==> src/rtl/mcp2515_pkg.sv <==
// Shared MCP2515 instruction set, register constants and sequencer state types.
package mcp2515_pkg;

  localparam logic [7:0] CMD_RESET       = 8'hC0;
  localparam logic [7:0] CMD_WRITE       = 8'h02;
  localparam logic [7:0] CMD_READ_STATUS = 8'hA0;
  localparam logic [7:0] CMD_LOAD_TXB0   = 8'h40;
  localparam logic [7:0] CMD_RTS_TXB0    = 8'h81;
  localparam logic [7:0] REG_CANCTRL     = 8'h0F;
  localparam logic [7:0] MODE_NORMAL     = 8'h00;

  typedef enum logic [3:0] {
    StRstCmd,
    StRstWait,
    StInitMode,
    StIdle,
    StLoad,
    StRts,
    StPoll,
    StPollGap,
    StFinish,
    StError
  } seq_state_e;

  typedef enum logic [1:0] {
    FrIdle,
    FrSetup,
    FrWait,
    FrNext
  } framer_state_e;

  // Byte idx of the LOAD TX BUFFER stream: instruction, SIDH, SIDL, EID8, EID0, DLC, data.
  function automatic logic [7:0] load_byte(input logic [3:0]  idx,
                                           input logic [10:0] id,
                                           input logic [3:0]  dlc,
                                           input logic [63:0] data);
    logic [63:0] shifted;
    shifted = data << {idx - 4'd6, 3'b000};
    case (idx)
      4'd0:       load_byte = CMD_LOAD_TXB0;
      4'd1:       load_byte = id[10:3];
      4'd2:       load_byte = {id[2:0], 5'b00000};
      4'd3, 4'd4: load_byte = 8'h00;
      4'd5:       load_byte = {4'h0, dlc};
      default:    load_byte = shifted[63:56];
    endcase
  endfunction

endpackage

==> src/rtl/spi_cmd_framer.sv <==
// Frames command bytes onto SPI_Master: owns chip select, setup/gap timing,
// the start pulse and done-edge detection.
module spi_cmd_framer
  import mcp2515_pkg::*;
#(
  parameter int unsigned CS_GAP_CYCLES = 4
) (
  input  logic       clk_i,
  input  logic       rst_i,
  input  logic       req_i,
  input  logic [7:0] byte_i,
  input  logic       last_i,
  output logic       byte_done_o,
  output logic [7:0] rx_byte_o,
  output logic       spi_start_o,
  output logic [7:0] spi_data_in_o,
  input  logic       spi_done_i,
  input  logic [7:0] spi_data_out_i,
  output logic       can_cs_n_o
);

  localparam int unsigned   GapW    = $clog2(CS_GAP_CYCLES + 1);
  localparam logic [GapW-1:0] GapLast = GapW'(CS_GAP_CYCLES - 1);
  localparam logic [GapW-1:0] GapOne  = GapW'(1);

  framer_state_e   st_q, st_d;
  logic [GapW-1:0] cnt_q, cnt_d;
  logic            cs_n_q, cs_n_d;
  logic            start_q, start_d;
  logic [7:0]      data_q, data_d;
  logic            done_q;
  logic            done_edge;

  assign done_edge     = spi_done_i & ~done_q;
  assign rx_byte_o     = spi_data_out_i;
  assign spi_start_o   = start_q;
  assign spi_data_in_o = data_q;
  assign can_cs_n_o    = cs_n_q;

  always_comb begin
    st_d        = st_q;
    cnt_d       = cnt_q;
    cs_n_d      = cs_n_q;
    start_d     = 1'b0;
    data_d      = data_q;
    byte_done_o = 1'b0;
    unique case (st_q)
      // cnt counts CS-high cycles; saturates once the gap is satisfied
      FrIdle: begin
        if (cnt_q != GapLast) begin
          cnt_d = cnt_q + GapOne;
        end else if (req_i) begin
          cs_n_d = 1'b0;
          cnt_d  = '0;
          st_d   = FrSetup;
        end
      end
      FrSetup: begin
        if (cnt_q == GapLast) begin
          start_d = 1'b1;
          data_d  = byte_i;
          st_d    = FrWait;
        end else begin
          cnt_d = cnt_q + GapOne;
        end
      end
      FrWait: begin
        if (done_edge) begin
          byte_done_o = 1'b1;
          if (last_i) begin
            cs_n_d = 1'b1;
            cnt_d  = '0;
            st_d   = FrIdle;
          end else begin
            st_d = FrNext;
          end
        end
      end
      FrNext: begin
        if (req_i) begin
          start_d = 1'b1;
          data_d  = byte_i;
          st_d    = FrWait;
        end
      end
    endcase
  end

  always_ff @(posedge clk_i or posedge rst_i) begin
    if (rst_i) begin
      st_q    <= FrIdle;
      cnt_q   <= GapLast;
      cs_n_q  <= 1'b1;
      start_q <= 1'b0;
      data_q  <= 8'h00;
      done_q  <= 1'b0;
    end else begin
      st_q    <= st_d;
      cnt_q   <= cnt_d;
      cs_n_q  <= cs_n_d;
      start_q <= start_d;
      data_q  <= data_d;
      done_q  <= spi_done_i;
    end
  end

endmodule

==> src/rtl/mcp2515_tx_sequencer.sv <==
// MCP2515 command sequencer: initialises the controller, then loads TXB0,
// requests transmission and polls status for each CAN frame request.
module mcp2515_tx_sequencer
  import mcp2515_pkg::*;
#(
  parameter int unsigned RST_WAIT_CYCLES = 5000,
  parameter int unsigned CS_GAP_CYCLES   = 4,
  parameter int unsigned POLL_LIMIT      = 1024
) (
  input  logic        clk_50MHz,
  input  logic        reset,
  input  logic        tx_req,
  input  logic [10:0] tx_id,
  input  logic [3:0]  tx_dlc,
  input  logic [63:0] tx_data,
  output logic        tx_ready,
  output logic        tx_done,
  output logic        tx_err,
  output logic        init_done,
  output logic        spi_start,
  output logic [7:0]  spi_data_in,
  input  logic        spi_done,
  input  logic [7:0]  spi_data_out,
  output logic        can_cs_n
);

  localparam int unsigned      RstW     = $clog2(RST_WAIT_CYCLES + 1);
  localparam int unsigned      PollW    = $clog2(POLL_LIMIT + 1);
  localparam logic [RstW-1:0]  RstLast  = RstW'(RST_WAIT_CYCLES - 1);
  localparam logic [RstW-1:0]  RstOne   = RstW'(1);
  localparam logic [PollW-1:0] PollLast = PollW'(POLL_LIMIT - 1);
  localparam logic [PollW-1:0] PollOne  = PollW'(1);

  seq_state_e       state_q, state_d, cmd_next;
  logic [3:0]       idx_q, idx_d;
  logic [RstW-1:0]  rst_cnt_q, rst_cnt_d;
  logic [PollW-1:0] poll_cnt_q, poll_cnt_d;
  logic             init_done_q, init_done_d;
  logic [10:0]      id_q, id_d;
  logic [3:0]       dlc_q, dlc_d;
  logic [63:0]      data_q, data_d;
  logic [3:0]       n_data;

  logic             fr_req, fr_last, fr_byte_done;
  logic [7:0]       fr_byte, fr_rx_byte;

  assign n_data    = (dlc_q > 4'd8) ? 4'd8 : dlc_q;
  assign tx_ready  = (state_q == StIdle);
  assign tx_done   = (state_q == StFinish);
  assign tx_err    = (state_q == StError);
  assign init_done = init_done_q;

  always_comb begin
    state_d     = state_q;
    cmd_next    = state_q;
    idx_d       = idx_q;
    rst_cnt_d   = rst_cnt_q;
    poll_cnt_d  = poll_cnt_q;
    init_done_d = init_done_q;
    id_d        = id_q;
    dlc_d       = dlc_q;
    data_d      = data_q;
    fr_req      = 1'b0;
    fr_byte     = 8'h00;
    fr_last     = 1'b0;
    unique case (state_q)
      StRstCmd: begin
        fr_req    = 1'b1;
        fr_byte   = CMD_RESET;
        fr_last   = 1'b1;
        rst_cnt_d = '0;
        cmd_next  = StRstWait;
      end
      StRstWait: begin
        if (rst_cnt_q == RstLast) begin
          state_d = StInitMode;
        end else begin
          rst_cnt_d = rst_cnt_q + RstOne;
        end
      end
      StInitMode: begin
        fr_req   = 1'b1;
        fr_last  = (idx_q == 4'd2);
        cmd_next = StIdle;
        case (idx_q)
          4'd0:    fr_byte = CMD_WRITE;
          4'd1:    fr_byte = REG_CANCTRL;
          default: fr_byte = MODE_NORMAL;
        endcase
        if (fr_byte_done && fr_last) init_done_d = 1'b1;
      end
      StIdle: begin
        if (tx_req) begin
          id_d       = tx_id;
          dlc_d      = tx_dlc;
          data_d     = tx_data;
          poll_cnt_d = '0;
          idx_d      = '0;
          state_d    = StLoad;
        end
      end
      StLoad: begin
        fr_req   = 1'b1;
        fr_byte  = load_byte(idx_q, id_q, dlc_q, data_q);
        fr_last  = (idx_q == 4'd5 + n_data);
        cmd_next = StRts;
      end
      StRts: begin
        fr_req   = 1'b1;
        fr_byte  = CMD_RTS_TXB0;
        fr_last  = 1'b1;
        cmd_next = StPoll;
      end
      StPoll: begin
        fr_req  = 1'b1;
        fr_byte = (idx_q == 4'd0) ? CMD_READ_STATUS : 8'h00;
        fr_last = (idx_q == 4'd1);
        // status[2] mirrors TXB0CTRL.TXREQ
        if (!fr_rx_byte[2]) begin
          cmd_next = StFinish;
        end else if (poll_cnt_q == PollLast) begin
          cmd_next = StError;
        end else begin
          cmd_next = StPollGap;
        end
        if (fr_byte_done && fr_last) poll_cnt_d = poll_cnt_q + PollOne;
      end
      StPollGap: state_d = StPoll;
      StFinish:  state_d = StIdle;
      StError:   state_d = StIdle;
      default:   state_d = StRstCmd;
    endcase

    if (fr_req && fr_byte_done) begin
      if (fr_last) begin
        idx_d   = '0;
        state_d = cmd_next;
      end else begin
        idx_d = idx_q + 4'd1;
      end
    end
  end

  always_ff @(posedge clk_50MHz or posedge reset) begin
    if (reset) begin
      state_q     <= StRstCmd;
      idx_q       <= '0;
      rst_cnt_q   <= '0;
      poll_cnt_q  <= '0;
      init_done_q <= 1'b0;
      id_q        <= '0;
      dlc_q       <= '0;
      data_q      <= '0;
    end else begin
      state_q     <= state_d;
      idx_q       <= idx_d;
      rst_cnt_q   <= rst_cnt_d;
      poll_cnt_q  <= poll_cnt_d;
      init_done_q <= init_done_d;
      id_q        <= id_d;
      dlc_q       <= dlc_d;
      data_q      <= data_d;
    end
  end

  spi_cmd_framer #(
    .CS_GAP_CYCLES (CS_GAP_CYCLES)
  ) u_framer (
    .clk_i          (clk_50MHz),
    .rst_i          (reset),
    .req_i          (fr_req),
    .byte_i         (fr_byte),
    .last_i         (fr_last),
    .byte_done_o    (fr_byte_done),
    .rx_byte_o      (fr_rx_byte),
    .spi_start_o    (spi_start),
    .spi_data_in_o  (spi_data_in),
    .spi_done_i     (spi_done),
    .spi_data_out_i (spi_data_out),
    .can_cs_n_o     (can_cs_n)
  );

endmodule
==> config.mk <==
export PLATFORM = sky130hd
export DESIGN_NAME = mcp2515_tx_sequencer
export DESIGN_NICKNAME = d
export VERILOG_FILES = /design/src/rtl/mcp2515_pkg.sv /design/src/rtl/spi_cmd_framer.sv /design/src/rtl/mcp2515_tx_sequencer.sv
export SDC_FILE = /design/constraint.sdc
export NUM_CORES = 1
export LEC_CHECK = 0
export CORE_ASPECT_RATIO = 0.75
export CORE_MARGIN = 3
export CORE_UTILIZATION = 50
export DETAILED_ROUTE_END_ITERATION = 10
export PLACE_DENSITY_LB_ADDON = 0.12
export SYNTH_ARGS = -nofsm -noshare
export SYNTH_HDL_FRONTEND = slang
export SYNTH_SLANG_ARGS = --single-unit
==> constraint.sdc <==
create_clock -name clk_50MHz -period 6.2 [get_ports clk_50MHz]
set_clock_uncertainty 0.1 [all_clocks]
set_input_delay 0.93 -clock clk_50MHz [delete_from_list [all_inputs] [get_ports clk_50MHz]]
set_output_delay 0.93 -clock clk_50MHz [all_outputs]
set_load 0.02 [all_outputs]
[Word level (Yosys, flattened, before mapping)]
Cells that the tools add are included.
Operators by class
  add/sub/neg operators: 6
  multiply operators: 0
  div/mod/pow operators: 0
  magnitude comparators: 1
  equal/unequal tests: 34
  shifts and indexed selects: 1
  multiplexer cells: 50
  bitwise operators: 2
  reduce and logical (&&, ||, !) cells: 26
Operator list (count)
  $pmux 8 s5: 2
  $shl 64x7->64: 1
  $mux 4: 11
  $pmux 4 s5: 2
  $pmux 13 s2: 1
  $eq 4x3->1 const B: 6
  $mux 8: 3
  $mux 11: 2
  $pmux 11 s2: 1
  $eq 4x2->1 const B: 4
  $ne 2x2->1 const B: 8
  $pmux 8 s2: 1
  $mux 3: 5
  $reduce_and 5->1: 3
  $add 13x1->13 const B: 1
  $eq 13x13->1 const B: 1
  $mux 13: 1
  $mux 2: 6
  $reduce_bool 2->1: 6
  $add 11x1->11 const B: 1
  $eq 11x10->1 const B: 1
  $mux 1: 9
  $pmux 3 s3: 1
  $eq 4x1->1 const B: 2
  other kinds (27): 41
Storage, ports and cells
  flip-flop bits (word level): 128
  bits in latches: 0
  memory bits (writable): 0
  bits in read-only memories: 0
  input bits: 91
  output and inout bits: 14
  memories: 0

[Longest topological paths before layout]
Gate-level depths: netlist of the first run.
  depth in word-level cells: 8
  mapped depth: 11
  depth with buffers taken out: 8

[Hierarchy]
Synthesis of the first run repeated with hierarchy kept, for this count alone.
Unflattened totals
  cells, all modules: 709
  area total of the unflattened synthesis: 6776.5 sq um
By module, submodules not included
  mcp2515_tx_sequencer: instances 1, cells an instance 625, area each 5859.4 sq um
  spi_cmd_framer: instances 1, cells an instance 84, area each 917.1 sq um

[Least setup slack after synthesis of the first run]
No wires, ideal clock.
  path type: reg-to-reg
  from: register idx_q[0]
  to: register u_framer.cnt_q[0]
  data arrival time: 2.473 ns
  data required time: 6.018 ns
  slack: 3.545 ns
  stages on the path, launching flop included: 11
  buffers on the path: 2
  period minus slack after synthesis: 2.655 ns
  cell sequence: dfrtp_1 buf_2 buf_1 inv_1 ha_1 nand2b_1 a211oi_1 or2_2 a21oi_2 a21oi_2 mux2_2
On the way
  word-level cells in the longest chain between the ends: 4
  elaborated cells between the ends (all ways): 6
RTL lines
  start: declaration: RTL line mcp2515_tx_sequencer.sv:35  | logic [3:0] idx_q, idx_d;
  start signal: assignment: RTL line mcp2515_tx_sequencer.sv:156  | idx_q <= idx_d;
  $eq 4x1->1 (tied with other cells): RTL line mcp2515_tx_sequencer.sv:117  | fr_last = (idx_q == 4'd1);
  $pmux 1 s4 (*): RTL line mcp2515_tx_sequencer.sv:66  | unique case (state_q)
  $ne 2x2->1 (no line) (*)
  $reduce_and 5->1 (no line) (*)
  end signal: assignment: RTL line spi_cmd_framer.sv:92  | cnt_q <= GapLast;
  end signal: assignment: RTL line spi_cmd_framer.sv:99  | cnt_q <= cnt_d;
  end: declaration: RTL line spi_cmd_framer.sv:27  | logic [GapW-1:0] cnt_q, cnt_d;
Mark *: on every way between the ends. The rest lies on a longest branch, timed or not.
A chain may end at the register's enable or synchronous reset.

[Worst setup path in the final report of the first run]
  from: register state_q[0]
  to: output port tx_ready
On the way
  word-level cells in the longest chain between the ends: 1
RTL lines
  start: declaration: RTL line mcp2515_tx_sequencer.sv:34  | seq_state_e state_q, state_d, cmd_next;
  start signal: assignment: RTL line mcp2515_tx_sequencer.sv:146  | state_q <= StRstCmd;
  start signal: assignment: RTL line mcp2515_tx_sequencer.sv:155  | state_q <= state_d;
  $eq 4x2->1: RTL line mcp2515_tx_sequencer.sv:48  | assign tx_ready = (state_q == StIdle);
  end: declaration: RTL line mcp2515_tx_sequencer.sv:16  | output logic tx_ready,
Every way passes these cells.

==> impl_metrics.tcl, run 1 <==
set metrics [dict create \
    core_area_mm2 0.01266 \
    critPathLaunchType "flip-flop" \
    path_max_fanout 16 \
    p_leak_nw 3.943 \
    crit_family "flip-flops" \
    cts_resized 0 \
    outcome "finished clean" \
    pre_cts_ws_ns 2.769 \
    synth_nets 828 \
    synthTopCellsByCount "275 x nand2_1, 125 x dfrtp_1, 41 x nor2_1" \
    cp_num_buf_inv 1 \
    post-place-cells 950 \
    cts.sink_count 128 \
    power_density_mw_per_mm2 224.4 \
    synth_edf_count 0 \
    slew_headroom 0.3590 \
    gp_congestion 0.9073 \
    crit_type "reg -> out" \
    ys_types 64 \
    period_needed_ns 3.370 \
    area_growth_pct 24.21 \
    ys_seq_area_frac 0.4822 \
    diodes 0 \
    grt_pass1_wl_um 27140 \
    cpPeakStageDelay_ns 0.76 \
    io_pins 105 \
    ys_ff_latch 128 \
    crit_slowest_cell "dfrtp_1" \
    gr-total-overflow 0 \
    synth_cells 721 \
    grt_pass1_vias 5371 \
    ctsLongestPathBuffers 2 \
    synth.most_common_cell "nand2_1" \
    drc 0 \
    drtAntennaViolNets 0 \
    postCtsHoldBufs 0 \
    h-tree-depth 4 \
    synth_area_mm2 0.006650 \
    drv_cap 0 \
    stdcell_count 982 \
    grt_usage 0.2302 \
    final_util 0.6527 \
    cts_tree "built" \
    numCtsBuffers 17 \
    crit_required_ns 5.17 \
    drtIter0Drc 425 \
    async_reset_ff_frac 1.000 \
    grt_antenna_before_repair 0 \
    dieWidth_um 139.2 \
    clk-insertion-delay-late_ns 0.41 \
    final.setup.tns_ns 0 \
    die_area_mm2 0.01473 \
    ys_warn_count 0 \
    first_pass_iters 5 \
    peakVddDrop_v 0.0001997 \
    via_per_inst 5.521 \
    clockRootBuffer "clkbuf_16" \
    routed_wl_um 16230 \
    ys_top_cells_by_area "dfrtp_1 47%, nand2_1 16%, mux4_2 5.4%" \
    yosys.area.top_type "dfrtp_1" \
    drv_slew 0 \
    fin_crit_sh 0.5436 \
    setup_ws_ns 2.830 \
    endpoint_kind "output port" \
    hold_violations 0 \
    place.port_buffers 97 \
    fmax_mhz 296.7 \
    rsz0062_at_grt "no" \
    cts_setup_buffers 0 \
    dp_hpwl_um 11010 \
    netlist.area_leader.share 0.4704 \
    num-nets-final 910 \
    synthFlopType "dfrtp_1" \
    syn_area_per_cell_um2 9.223 \
    std_cell_rows 35 \
    setup_viol 0 \
    cts.reportedPaths.clkPinSlew_ns 0.06 \
    drive_gt1_frac 0.1078 \
    die_h_um 105.9 \
    route.vias.total 5422 \
    tightest_slew_ns 0.9615 \
    path_cells "nand2_1 > nor3_1 > clkdlybuf4s50_1" \
    initial_core_util 0.5255 \
    wl_per_cell_um 16.52 \
    cp.arrival_ns 2.34 \
    grt_max_degree 85 \
    worstHoldPathType "reg -> reg" \
    fill_cells 991 \
]
[sequential cells by signal, summed over array words and instances (netlist names)]
name,cells
data_q,64
rst_cnt_q,13
id_q,11
poll_cnt_q,11
u_framer.spi_data_in_o,8
dlc_q,4
idx_q,4
state_q,4
u_framer.cnt_q,3
u_framer.st_q,2
init_done,1
u_framer.can_cs_n_o,1
u_framer.done_q,1
u_framer.spi_start_o,1
[worst min-delay path: stages (launching register included)]
cell	delay, ns
dfrtp_1	0.34
nand2_1	0.05
nand2_1	0.05
[logic make-up (layout without fill, tap and decap cells)]
group / Yosys count / after routing / share of synthesized area
AND/OR/NAND/NOR: 385 / 385 / 0.2534
flip-flops: 128 / 128 / 0.4822
AO/OA/AOI/OAI: 76 / 76 / 0.08204
buffers and inverters: 60 / 155 / 0.03895
multiplexers: 36 / 36 / 0.08692
XOR/XNOR: 20 / 20 / 0.02634
adder cells (fa/ha/maj): 16 / 16 / 0.03010
[cell usage in the layout, fill, tap and decap left out, types with 3 or more instances in the layout]
cell             synthesis  final
buf_4                    4      5
xnor2_1                 14     14
nand4_1                  3      3
clkinv_2                 0      3
nor2b_1                  4      4
a222oi_1                 3      3
nor2_1                  41     41
nand3_1                 12     12
a221oi_1                 4      4
o31ai_1                  5      5
clkbuf_16                0     17
a21oi_2                  3      3
nand2_1                275    274
mux2_2                  14     14
or3_1                    5      5
dfstp_2                  3      3
or2_2                    4      4
xor2_1                   6      6
and3_1                   5      5
nor3b_1                  3      3
clkinvlp_4               0      7
nor3_1                   9      9
ha_1                    16     16
nand2b_1                 6      6
dfrtp_1                125    125
inv_1                   21     20
o21ai_0                 16     16
a211oi_1                 3      3
mux4_2                  16     16
a32oi_1                  3      3
a21oi_1                 11     11
mux2i_1                  6      6
a31oi_1                  5      5
or4_1                    4      4
clkdlybuf4s50_1          0     97
[area by class of cell]
cell class                 count  area [um^2]  share of cell area
clock buffer                  19        452.9             0.05483
timing repair buffer         102         1008              0.1221
sequential                   128         3207              0.3882
multi-input combinational    533         3188              0.3859
clock inverter                13        115.1             0.01394
inverter                      21        81.33            0.009846
tap                          166        207.7             0.02514
[power by group]
part | switching [mW] | total [mW] | internal [mW]
clock | 0.374 | 0.944 | 0.570
sequential | 0.000249 | 0.836 | 0.836
combinational | 0.0261 | 0.0731 | 0.0470
total | 0.401 | 1.85 | 1.45
[per-stage QoR]
stage / hold WS (ns) / total power [mW] / area, um^2
after floorplan: 0.3403 / 0.8651 / 6650
after global placement: 0.3517 / 0.9249 / 7692
after detailed placement: 0.3610 / 0.9252 / 7692
after CTS: 0.3746 / 1.871 / 8260
after global routing: 0.3938 / 1.911 / 8260
final: 0.3733 / 1.854 / 8260
[routing by layer]
metal	wire [um]	share of wire	up-vias	track usage
met5	0	0	-	0
met4	206	0.013	0	0.06494
met3	1091	0.067	17	0.05442
met2	7216	0.44	178	0.3448
met1	7711	0.48	2633	0.3367
li1	-	-	2594	-
[worst paths after layout]
check	startpoint	endpoint	slack, ns	depth (start not counted)
setup / recovery	state_q[0]	tx_ready	2.83	3
hold / removal	data_q[40]	data_q[40]	0.37	2
setup reg to reg	idx_q[0]	u_framer.cnt_q[1]	2.89	8
hold reg to reg	data_q[40]	data_q[40]	0.37	2
max in group asynchronous	reset	id_q[7]	3.78	3
min in group asynchronous	reset	poll_cnt_q[3]	1.01	2
No activity file was read; power rests on OpenSTA's default activity.
==> run 2: changes to the inputs <==
--- a/config.mk
+++ b/config.mk
@@ -7,7 +7,7 @@
 export LEC_CHECK = 0
 export CORE_ASPECT_RATIO = 0.75
 export CORE_MARGIN = 3
-export CORE_UTILIZATION = 50
+export CORE_UTILIZATION = 49
 export DETAILED_ROUTE_END_ITERATION = 10
 export PLACE_DENSITY_LB_ADDON = 0.12
 export SYNTH_ARGS = -nofsm -noshare
==> constraint.sdc (replaced) <==
create_clock -name clk_50MHz -period 3.05 [get_ports clk_50MHz]
set_clock_uncertainty 0.1 [all_clocks]
set_input_delay 0.4575 -clock clk_50MHz [delete_from_list [all_inputs] [get_ports clk_50MHz]]
set_output_delay 0.4575 -clock clk_50MHz [all_outputs]
set_load 0.02 [all_outputs]
==> run 2 against run 1 <==
Against the previous run: hold slack got worse by 0.078 ns; register-to-register slack got worse by 2.6 ns; count of clock-buffer cells in the layout decreased by 1; die area is 1.9% higher.
==> impl_metrics.tcl, run 2 (synthesis results as in run 1) <==
set metrics [dict create \
    worstHoldPathType "in -> async" \
    area_growth_pct 27.47 \
    drive_gt1_frac 0.1209 \
    drv_cap 0 \
    stdcell_count 998 \
    gr-total-overflow 0 \
    place_area_mm2 0.007802 \
    intPower_mw 3.352 \
    place.port_buffers 97 \
    endpoint_kind "output port" \
    std_cell_rows 36 \
    outcome "finished clean" \
    seq_power_share 0.407 \
    cts_tree "built" \
    grt_pass1_vias 5360 \
    die_area_mm2 0.01502 \
    cts.reportedPaths.clkPinSlew_ns 0.06 \
    ctsLongestPathBuffers 2 \
    routed_wl_um 15940 \
    clockRootBuffer "clkbuf_16" \
    p_leak_nw 4.064 \
    p_switching_mw 0.8231 \
    clockPowerShare 0.557 \
    initial_core_util 0.5074 \
    drtIter0Drc 569 \
    fin_crit_sh 0.9389 \
    cts_resized 0 \
    power_density_mw_per_mm2 492.6 \
    final.setup.tns_ns 0 \
    peakVddDrop_v 0.0003438 \
    grt_antenna_before_repair 0 \
    clk-insertion-delay-late_ns 0.41 \
    pre_cts_ws_ns 0.3348 \
    diodes 0 \
    first_pass_iters 7 \
    seqCellArea_mm2 0.003208 \
    drv_slew 0 \
    crit_required_ns 2.49 \
    rsz0062_at_grt "no" \
    final_cell_mix "274 x nand2_1, 124 x dfrtp_1, 97 x clkdlybuf4s50_1, 41 x nor2_1, 20 x inv_1" \
    fin_area_mm2 0.008477 \
    die_h_um 106.9 \
    numCtsBuffers 17 \
    num-nets-final 922 \
    period_needed_ns 2.864 \
    path_cells "buf_4 > nand2_1 > nor3_1 > clkdlybuf4s50_1" \
    post-place-cells 967 \
    largest_reg_flops 64 \
    cpPeakStageDelay_ns 0.69 \
    largest_register "data_q" \
    critPathLaunchType "flip-flop" \
    h-tree-depth 4 \
    dieWidth_um 140.5 \
    via_per_inst 5.443 \
    crit_slowest_cell "clkdlybuf4s50_1" \
    reg_top3 "data_q (64), rst_cnt_q (13)" \
    slew_headroom 0.4743 \
    io_pins 105 \
    cp.arrival_ns 2.31 \
    fmax_mhz 349.2 \
    crit_type "reg -> out" \
    gp_congestion 0.8991 \
    r2r_setup_slack_ns 0.34 \
    hold_violations 0 \
    postCtsHoldBufs 0 \
    route.vias.total 5432 \
    setup_viol 0 \
    drtAntennaViolNets 0 \
    tightest_slew_ns 0.7814 \
    cts_setup_buffers 0 \
    grt_usage 0.2226 \
    cp_num_buf_inv 2 \
    p_comb_frac 0.036 \
    layout_commonest_cell "nand2_1" \
    grt_max_degree 90 \
    switching_share 0.1971 \
    wl_per_cell_um 15.97 \
    cts.sink_count 128 \
    drc 0 \
    dp_hpwl_um 11320 \
    setup_ws_ns 0.1864 \
    core_area_mm2 0.01311 \
    grt_pass1_wl_um 26630 \
    fill_cells 1055 \
    crit_family "buffers and inverters" \
    path_max_fanout 11 \
    multi_input_area_mm2 0.003188 \
]
run 2: changes by cell type in the layout (fill, tap and decap cells not counted):
| cell | previous run | this run |
|---|---|---|
| dfrtp_2 | 0 | 1 |
| inv_4 | 1 | 0 |
| clkinv_4 | 2 | 1 |
| buf_4 | 5 | 16 |
| inv_6 | 0 | 2 |
| clkinv_2 | 3 | 1 |
| dfrtp_1 | 125 | 124 |
| clkbuf_8 | 2 | 1 |
| buf_12 | 0 | 1 |
| clkinvlp_4 | 7 | 4 |
| bufinv_16 | 1 | 6 |
run 2: routing by layer:
metal | up-vias | GRT usage | part of all wire | wire, um
li1 | 2607 | - | - | -
met1 | 2634 | 0.3185 | 0.47 | 7492
met2 | 178 | 0.3422 | 0.46 | 7308
met3 | 13 | 0.05439 | 0.062 | 984
met4 | 0 | 0.06017 | 0.0097 | 155
met5 | - | 0 | 0 | 0
run 2: through the flow:
step / power [mW] / hold WS (ns) / util
after floorplan: 1.759 / 0.3403 / -
after global placement: 1.882 / 0.3529 / 0.5953
after detailed placement: 1.884 / 0.3580 / 0.5953
after CTS: 4.214 / 0.2899 / 0.6466
after global routing: 4.304 / 0.3070 / 0.6467
final: 4.176 / 0.2949 / 0.6467
run 2: worst reg2reg max path: stages (launching register included):
cell and delay, ns:
dfrtp_1 0.43, and2b_1 0.23, ha_1 0.30, xnor2_1 0.15, nand2_1 0.10, nor4_4 0.40, o21ai_2 0.23, or4_1 0.54
a21oi_1 0.15
run 2: path summary, 6_finish.rpt:
kind / from / end / depth (start not counted)
min: reset / data_q[2] / 2
min in group clk_50MHz: data_q[56] / data_q[56] / 2
max reg2reg: dlc_q[3] / poll_cnt_q[9] / 8
max in group asynchronous: reset / state_q[1] / 3
max: state_q[0] / tx_ready / 4
min reg2reg: data_q[56] / data_q[56] / 2
run 2: power by group through the flow:
stage	Combinational (mW)	Sequential [mW]	Clock, mW
2_1_floorplan	0.0285	1.73	0
3_3_place_gp	0.152	1.73	0
3_5_place_dp	0.153	1.73	0
4_1_cts	0.155	1.70	2.36
5_1_grt	0.166	1.70	2.44
6_report	0.152	1.70	2.32
run 2: layout make-up:
class | instances | share of cell area
Timing Repair Buffer | 114 | 0.1311
Tap cell | 171 | 0.02524
Inverter | 21 | 0.009742
Sequential cell | 128 | 0.3785
Clock inverter | 13 | 0.02760
Multi-Input combinational cell | 533 | 0.3761
Clock buffer | 18 | 0.05181
==> run 3: changes to the inputs <==
--- a/config.mk
+++ b/config.mk
@@ -5,6 +5,7 @@
 export SDC_FILE = /design/constraint.sdc
 export NUM_CORES = 1
 export LEC_CHECK = 0
+export ABC_AREA = 1
 export CORE_ASPECT_RATIO = 0.75
 export CORE_MARGIN = 3
 export CORE_UTILIZATION = 49
==> run 3 against run 2 <==
Against the previous run: routed wire length increased by 7.7%; utilization shrank 1.8 points; count of clock-buffer cells in the layout is 5 higher; synthesized area increased by 4.9%.
==> impl_metrics.tcl, run 3 <==
set metrics [dict create \
    outcome "finished clean" \
    synthFlopType "dfrtp_1" \
    h-tree-depth 4 \
    critPathLaunchType "flip-flop" \
    synth_cells 957 \
    stdcell_count 1237 \
    gr-total-overflow 0 \
    crit_family "buffers and inverters" \
    drc 0 \
    die_area_mm2 0.01573 \
    largest_register "data_q" \
    path_max_fanout 5 \
    final_util 0.6292 \
    netlist.area_leader.share 0.4482 \
    ys_seq_area_frac 0.4595 \
    power_density_mw_per_mm2 809.7 \
    drtAntennaViolNets 0 \
    fin_crit_sh 0.7913 \
    switching_share 0.3946 \
    fin_area_mm2 0.008710 \
    r2r-start "idx_q[0]" \
    synth_edf_count 0 \
    gp_congestion 0.8959 \
    grt_antenna_before_repair 0 \
    yosys.area.top_type "dfrtp_1" \
    place_area_mm2 0.008099 \
    r2r_setup_slack_ns 0.69 \
    r2r_end "idx_q[1]" \
    std_cell_rows 37 \
    io_pins 105 \
    drtIter0Drc 498 \
    clockPowerShare 0.299 \
    cts_tree "built" \
    ctsLongestPathBuffers 2 \
    num-nets-final 1156 \
    cpPeakStageDelay_ns 0.61 \
    final.setup.tns_ns 0 \
    cts.sink_count 128 \
    routed_wl_um 17180 \
    ys_types 39 \
    die_h_um 109.4 \
    crit_slowest_cell "clkdlybuf4s50_1" \
    cp.arrival_ns 1.86 \
    diodes 0 \
    synthTopCellsByCount "374 x nand2_1, 125 x dfrtp_1, 97 x nor2_1" \
    min_to "data_q[33]" \
    whs_path_depth 2 \
    via_per_inst 5.060 \
    synth_area_mm2 0.006979 \
    fmax_mhz 414.4 \
    power.total_mw 7.052 \
    seq_power_share 0.303 \
    dieWidth_um 143.8 \
    grt_pass1_wl_um 29060 \
    rsz0062_at_grt "no" \
    ys_ff_latch 128 \
    largest_reg_flops 64 \
    reg2reg_depth 11 \
    crit_required_ns 2.49 \
    period_needed_ns 2.413 \
    wl_per_cell_um 13.88 \
    grt_pass1_vias 6032 \
    endpoint_kind "output port" \
    ys_top_cells_by_area "dfrtp_1 45%, nand2_1 20%, nor2_1 5.2%" \
    synth.most_common_cell "nand2_1" \
    layout_commonest_cell "nand2_1" \
    pre_cts_ws_ns 0.6848 \
    intPower_mw 4.270 \
    post-place-cells 1205 \
    clockRootBuffer "clkbuf_16" \
    clk-insertion-delay-late_ns 0.42 \
    place.port_buffers 97 \
    grt_usage 0.2325 \
    cp_num_buf_inv 2 \
    initial_core_util 0.5042 \
    worstHoldPathType "reg -> reg" \
    grt_max_degree 129 \
    cts_setup_buffers 0 \
    hold_slack_ns 0.3646 \
    route.vias.total 6259 \
    peakVddDrop_v 0.0004125 \
    p_comb_frac 0.398 \
    hold_start "data_q[33]" \
    drive_gt1_frac 0.07533 \
    syn_area_per_cell_um2 7.293 \
    reg_top3 "data_q (64), rst_cnt_q (13)" \
    first_pass_iters 4 \
    drv_cap 0 \
    area_growth_pct 24.79 \
    tightest_slew_ns 0.9329 \
    synth_nets 1064 \
    ys_warn_count 0 \
    final_cell_mix "374 x nand2_1, 125 x dfrtp_1, 97 x clkdlybuf4s50_1, 96 x nor2_1, 71 x nand3_1" \
    dp_hpwl_um 12070 \
    hold_violations 0 \
    cts.reportedPaths.clkPinSlew_ns 0.06 \
    setup_viol 0 \
    path_cells "inv_1 > nand3_1 > nor2_1 > clkdlybuf4s50_1" \
    async_reset_ff_frac 1.000 \
    p_leak_nw 4.286 \
    cts_resized 0 \
    setup_ws_ns 0.6366 \
    drv_slew 0 \
    postCtsHoldBufs 0 \
    p_switching_mw 2.783 \
    numCtsBuffers 17 \
    core_area_mm2 0.01384 \
    slew_headroom 0.3781 \
    crit_type "reg -> out" \
]
==> run 3: cell type report <==
type / instances / area (um^2)
Sequential cell: 128 / 3207
Timing Repair Buffer: 107 / 1059
Clock buffer: 23 / 478.0
Clock inverter: 9 / 132.6
Inverter: 81 / 307.8
Fill cell: 1269 / 5132
Tap cell: 175 / 219.0
Multi-Input combinational cell: 714 / 3307
==> run 3: how the worst max path moves through the flow <==
stage               start          to  slack [ns]  cells past startpoint
6_report       state_q[2]     tx_done        0.64                      4
5_1_grt          idx_q[0]    idx_q[1]        0.45                     11
4_1_cts        state_q[2]     tx_done        0.62                      4
3_5_place_dp       tx_req  data_q[17]        0.68                      5
3_3_place_gp       tx_req  data_q[35]        0.72                      6
2_1_floorplan       reset   data_q[0]        0.91                      1
==> run 3: power by group through the flow <==
stage | combinational (mW) | clock, mW | sequential, mW
after floorplan | 1.99 | 0 | 2.15
after global placement | 2.75 | 0 | 2.16
after detailed placement | 2.78 | 0 | 2.16
after CTS | 2.80 | 2.13 | 2.14
after global routing | 3.20 | 2.21 | 2.17
final | 2.81 | 2.11 | 2.14
==> run 3: worst register-to-register path, cell delays in order, from the launching register on <==
cell and delay [ns]:
dfrtp_1 0.61, inv_2 0.23, ha_1 0.27, nand2_1 0.13, inv_1 0.11, nand2_1 0.12
nand2_1 0.08, nor2_2 0.17, nand3_1 0.19, inv_1 0.13, nand2_1 0.05, o21ai_0 0.09
==> run 3: layer usage <==
layer / wire length (um) / track usage / part of all wire
met5: 0 / 0 / 0
met4: 208 / 0.05444 / 0.012
met3: 1030 / 0.05826 / 0.060
met2: 7092 / 0.3372 / 0.41
met1: 8843 / 0.3509 / 0.51
==> run 3: logic make-up after synthesis <==
group	synth area share
xor+xnor	0.01631
flops	0.4595
compound gates	0.07727
fa+ha+maj	0.02868
buf+inv	0.06777
simple gates	0.3505
